==> src/rtl/hazard_ctrl.sv <==
// Hazard/forwarding controller for the five-stage LEGv8 pipeline: EX operand forwarding,
// load-use stall, taken-branch flush, post-reset scrub. Define HAZARD_PERF_CNT_EN for perf counters.
module hazard_ctrl #(
   parameter int INIT_CYCLES = 4
) (
   input  logic        clk,
   input  logic        Reset,
   input  logic [4:0]  id_rn,
   input  logic [4:0]  id_rm,
   input  logic        id_rn_used,
   input  logic        id_rm_used,
   input  logic [4:0]  ex_rn,
   input  logic [4:0]  ex_rm,
   input  logic [4:0]  ex_rd,
   input  logic        ex_mem_read,
   input  logic [4:0]  mem_rd,
   input  logic        mem_reg_write,
   input  logic [4:0]  wb_rd,
   input  logic        wb_reg_write,
   input  logic        br_taken,
   output logic [1:0]  fwd_a,
   output logic [1:0]  fwd_b,
   output logic        pc_write,
   output logic        ifid_write,
   output logic        idex_bubble,
   output logic        flush,
   output logic [15:0] stall_cnt,
   output logic [15:0] flush_cnt
);

   typedef enum logic [1:0] {INIT, RUN, STALL, FLUSH} state_t;

   localparam logic [3:0] INIT_RELOAD = 4'(INIT_CYCLES - 1);
   localparam logic [4:0] XZR         = 5'd31;

   state_t     state, state_nxt;
   logic [3:0] init_cnt;
   logic       lu;
   logic       stall_now;

   // EX/MEM beats MEM/WB; XZR is never a forwarding source.
   function automatic logic [1:0] fwd_sel(input logic [4:0] src);
      if (mem_reg_write && mem_rd != XZR && mem_rd == src)
         return 2'b10;
      else if (wb_reg_write && wb_rd != XZR && wb_rd == src)
         return 2'b01;
      else
         return 2'b00;
   endfunction

   assign lu = ex_mem_read && ex_rd != XZR &&
               ((id_rn_used && id_rn == ex_rd) || (id_rm_used && id_rm == ex_rd));

   always_ff @(posedge clk or negedge Reset) begin
      if (!Reset) begin
         state    <= INIT;
         init_cnt <= INIT_RELOAD;
      end else begin
         state <= state_nxt;
         if (state == INIT && init_cnt != 4'd0)
            init_cnt <= init_cnt - 4'd1;
      end
   end

   always_comb begin
      state_nxt = state;
      case (state)
         INIT:        if (init_cnt == 4'd0) state_nxt = RUN;
         RUN:         if (br_taken) state_nxt = FLUSH;
                      else if (lu) state_nxt = STALL;
         STALL,
         FLUSH:       state_nxt = br_taken ? FLUSH : RUN;
         default:     state_nxt = INIT;
      endcase
   end

   always_comb begin
      pc_write    = 1'b1;
      ifid_write  = 1'b1;
      idex_bubble = 1'b0;
      flush       = 1'b0;
      fwd_a       = fwd_sel(ex_rn);
      fwd_b       = fwd_sel(ex_rm);
      stall_now   = 1'b0;
      case (state)
         INIT: begin
            pc_write    = 1'b0;
            ifid_write  = 1'b0;
            idex_bubble = 1'b1;
            flush       = 1'b1;
            fwd_a       = 2'b00;
            fwd_b       = 2'b00;
         end
         RUN: begin
            // A taken branch squashes the would-be stalled instruction anyway.
            if (br_taken) begin
               flush = 1'b1;
            end else if (lu) begin
               pc_write    = 1'b0;
               ifid_write  = 1'b0;
               idex_bubble = 1'b1;
               stall_now   = 1'b1;
            end
         end
         default: begin
            // STALL/FLUSH ignore lu so each load causes a single bubble.
            if (br_taken) flush = 1'b1;
         end
      endcase
   end

`ifdef HAZARD_PERF_CNT_EN
   always_ff @(posedge clk or negedge Reset) begin
      if (!Reset) begin
         stall_cnt <= 16'h0000;
         flush_cnt <= 16'h0000;
      end else begin
         if (stall_now && stall_cnt != 16'hFFFF)
            stall_cnt <= stall_cnt + 16'd1;
         if (flush && state != INIT && flush_cnt != 16'hFFFF)
            flush_cnt <= flush_cnt + 16'd1;
      end
   end
`else
   assign stall_cnt = 16'h0000;
   assign flush_cnt = 16'h0000;
`endif

endmodule
==> config.mk <==
export PLATFORM = sky130hd
export DESIGN_NAME = hazard_ctrl
export DESIGN_NICKNAME = d
export VERILOG_FILES = /design/src/rtl/hazard_ctrl.sv
export SDC_FILE = /design/constraint.sdc
export NUM_CORES = 1
export LEC_CHECK = 0
export ABC_AREA = 0
export CORE_ASPECT_RATIO = 1.4
export CORE_MARGIN = 5
export CORE_UTILIZATION = 34
export DETAILED_ROUTE_END_ITERATION = 8
export PLACE_DENSITY = 0.91
export SLEW_MARGIN = 25
export SYNTH_ARGS = -nofsm -noshare
export SYNTH_HDL_FRONTEND = slang
export SYNTH_SLANG_ARGS = --single-unit
==> constraint.sdc <==
create_clock -name clk -period 2.33 [get_ports clk]
set_input_delay 0.466 -clock clk [delete_from_list [all_inputs] [get_ports clk]]
set_output_delay 0.466 -clock clk [all_outputs]
set_load 0.05 [all_outputs]
# After elaboration in Yosys (flattened, before gate mapping)
# Index checks and enable logic that the tools add are counted.
# totals
n_memories	0
mem_bits_rw	0
output_inout_bits	40
latch_bits	0
rom_bits	0
regBits	6
# op_classes
n_mux	19
shifts	0
eq_ne	14
n_mul	0
order_cmp	0
n_reduce_logical	17
n_div	0
n_bitwise	0
n_addsub	1
# op_table
cell	n
$eq 5x5->1	6
$mux 2	8
$ne 5x5->1 const B	3
$logic_and 1x1->1	11
$mux 1	8
$pmux 2 s3	1
$eq 2x2->1 const B	2
$logic_not 4->1	1
$pmux 1 s2	2
$reduce_bool 4->1	1
$sub 4x1->4 const B	1
$ne 3x3->1 const B	1
$eq 2x1->1 const B	1
$logic_not 2->1	1
$ne 2x1->1 const B	1
$reduce_and 2->1	1
$reduce_or 2->1	1
$logic_or 1x1->1	1

# Longest topological paths before layout
# depth
word_depth	7
ltp_mapped	5

# Worst setup path before layout
# Ideal clock, no wire load.
# synth_path
kind	input port to output port
startpoint	input port wb_rd[2]
endpoint	output port fwd_a[0]
path_slack_ps	-142
t_arrival_ps	2006
t_required_ps	1864
stages	4
n_path_buf	0
cell_sequence	nand3_1 o211ai_1 or4_1 nor4_2
# synth_via
elab_chain_cells	6
word_cells_on_any_way	7
cone_classes	eq/ne (2); mux (3); reduce/logical (2)
# synth_lines
element	line_no	text
from (decl)	18	input logic [4:0] wb_rd,
$ne 5x5->1	45	else if (wb_reg_write && wb_rd != XZR && wb_rd == src)
$logic_and 1x1->1	45	
$logic_and 1x1->1 *	45	
$mux 1 *	45	
$mux 2 *	43	if (mem_reg_write && mem_rd != XZR && mem_rd == src)
$mux 2 *	85	case (state)
to (decl)	21	output logic [1:0] fwd_a,
# Mark *: on every way between the ends. The rest lies on a longest branch, timed or not.

# Worst setup path after layout
# layout_path
startpoint	input port mem_rd[4]
endpoint	output port fwd_b[0]
# layout_via
elab_chain_cells	5
word_cells_on_any_way	6
cone_classes	eq/ne (2); mux (2); reduce/logical (2)
# layout_lines
element	line_no	text
from (decl)	16	input logic [4:0] mem_rd,
$ne 5x5->1	43	
$logic_and 1x1->1	43	
$logic_and 1x1->1 *	43	
$mux 2 *	43	
$mux 2 *	85	
to (decl)	22	output logic [1:0] fwd_b,
# Marked as above.

==> results.ini <==
[logic_synthesis]
async_flop_share = 1.000
synth_xor_area_frac = 0.2932
synthMuxAreaShare = 0.01047
syn_avg_cell_area_sq_um = 8.170
syn_area_sq_um = 955.9
synth.most_common_cell = buf_4
synth_top_family_by_area = XOR/XNOR gates
synthSimpleGateAreaFrac = 0.1937
ys_top_cells_by_count = buf_4 (33), xnor2_1 (18), xor2_1 (14)
ys.flop_type = dfrtp_1
synth_top_cell_by_area = buf_4
synthTopCellsByArea = buf_4 (26%), xnor2_1 (16%), xor2_1 (13%)
synth_edf_count = 0
ys_seq_area_frac = 0.1597
synth-adder-area-share = 0.01309
ys_types = 29
synth.top_cell.area_share = 0.2592
syn_inst = 117
synth-compound-area-share = 0.05890
yosysWarningCount = 0
ys_ff_latch = 6

[floorplan]
start_util = 0.3580
dieArea_sq_mm = 0.003987
core_sq_mm = 0.002670
die_y_um = 72.74
dieWidth_um = 54.82
rows = 22
io_pins = 83

[grt]
grt_pass1_vias = 983
antenna_found_initial = 0
grt_max_degree = 7
grt_pass1_wl_um = 4105
grt_use_total = 0.1426
grt_overflow = 0

[drt]
avgViaCountPerCell = 4.267
num_vias = 960
wl_per_cell_um = 13.02
drc = 0
routed_wl_um = 2929
met2WireLength_um = 1615
firstDrtPassIters = 4
routed.top_layer = met4
wl_met1_um = 805
ant_nets = 0
drt_iter0_drc = 12
met3_wirelength_um = 479

[finish]
stdcell_count = 225
fin_nets = 234
drive_above_1_share = 0.2910
fillers = 242
seq_area_sq_um = 152.6
multi_input_area_sq_um = 747.0
design_area_sq_mm = 0.001692
num_antenna_cells = 0
syn_to_final_growth_pct = 76.96

[timing]
finalHoldViolCount = 0
clock_skew_ns = 0.009571
drv_slew = 0
timing.final.crit_share = 0.9664
min_period_ns = 2.252
setup_tns_ns = 0
timing.fmax_mhz = 444.1
finalSetupViolations = 0

[placed_design]
port_buffers = 50
dp.final_hpwl_um = 2511
gp_congestion = 0.7267
dpl.cell_count = 216
placed_area_sq_mm = 0.001559

[clock_network]
cts_tree = yes
cts_hold_buf = 0
cts_buffer_depth = 2
htree_levels = 1
clockRootBuffer = clkbuf_4
clk_pin_slew_worst_paths_ns = 0.05
clk_latency_ns = 0.26
clock_sinks = 6
cts_buffers = 3

[worst_setup_path]
crit_type = input pin to primary output
cp_max_fo = 3
cp-end-kind = primary output
r2r_cells = 5
startpoint_type = input pin
required_ns = 1.86
arrival_ns = 1.79

[power]
total_power_mw = 0.5315
power.switching_mw = 0.2418
clkPwrFrac = 0.206
p_sw_frac = 0.4550
p_per_area_mw_per_mm2 = 314.2
ir_drop_mv = 0.2249
power.leakage_nw = 0.7943
p_int_mw = 0.2896
p_comb_frac = 0.594
pwr-share-seq = 0.200

[flow_run]
maxCapViolCount = 0

[min_path]
hold_class = input pin to async pin

[run_status]
status = completed

[per-stage QoR]
step	setup WS [ns]	hold slack, ns	util
2_1_floorplan	0.1393	0.1704	-
3_3_place_gp	-0.2257	0.4665	0.5839
3_5_place_dp	-0.2899	0.4708	0.5839
4_1_cts	-0.03169	0.4349	0.6078
5_1_grt	-0.01399	0.4419	0.6336
6_report	0.07829	0.4346	0.6336
[flip-flops by register name (all words and copies together), names as in the netlist]
signal	flops
init_cnt	4
state	2
[cells in the final DEF (no fill, tap or decap), drive strengths merged]
cell	instances
buf	34
conb	32
xnor2	18
clkdlybuf4s50	16
xor2	14
nand2	8
dlymetal6s2s	8
dlygate4sd2	7
nand3	5
clkdlybuf4s15	5
dfrtp	4
clkbuf	4
nor4	4
nor2	3
nand4	2
or4	2
inv	2
nand2b	2
and2	2
dfstp	2
nor4b	2
a21oi	2
o21ai	2
o22ai	1
a21o	1
or2	1
o211ai	1
mux2i	1
a22o	1
nor3	1
a31oi	1
ha	1
[worst paths after layout]
check	from	endpoint	slack, ns
worst max-delay path	mem_rd[4]	fwd_b[0]	0.08
worst min-delay path	Reset	init_cnt[2]	0.43
worst max register to register	state[0]	init_cnt[3]	0.79
worst min register to register	state[0]	state[0]	0.49
max in group asynchronous	Reset	init_cnt[0]	1.62
min in group clk	state[0]	state[0]	0.49
[layout make-up]
type	instances	area share
Clock buffer	4	0.01553
Inverter	2	0.004438
Multi-Input combinational cell	107	0.4416
Sequential cell	6	0.09024
Tap cell	36	0.02663
Timing Repair Buffer	70	0.4216
[metal layers]
layer | global-route usage | up-vias
met5 | 0 | -
met4 | 0.06648 | 0
met3 | 0.05112 | 4
met2 | 0.2816 | 66
met1 | 0.1129 | 420
li1 | - | 470
[what timing repair did]
action	in CTS	in global routing
endpoints found under the setup margin	7	6
gates resized for setup	54	15
pin swaps	12	6
setup buffers	3	2
[power groups by stage]
stage | Combinational (mW) | Sequential [mW] | Clock [mW]
floorplan | 0.222 | 0.108 | 0
global placement | 0.304 | 0.108 | 0
detailed placement | 0.309 | 0.108 | 0
CTS | 0.312 | 0.106 | 0.114
global route | 0.334 | 0.106 | 0.125
finish | 0.316 | 0.106 | 0.110
[worst max-delay path, stage by stage]
cell           delay (ns)
dlygate4sd2_1        0.30
nand2_1              0.10
o21ai_2              0.19
nor4_2               0.08
buf_4                0.14
nor4_4               0.32
buf_12               0.18
[kinds of logic (layout without fill, tap and decap cells)]
kind of cell / after synthesis / after routing
buf+inv: 35 / 76
xor+xnor: 32 / 32
simple gates: 32 / 32
compound gates: 9 / 9
flops: 6 / 6
fa+ha+maj: 1 / 1
other cells: 1 / 32
mux: 1 / 1
Power figures use the tool's default switching activity.
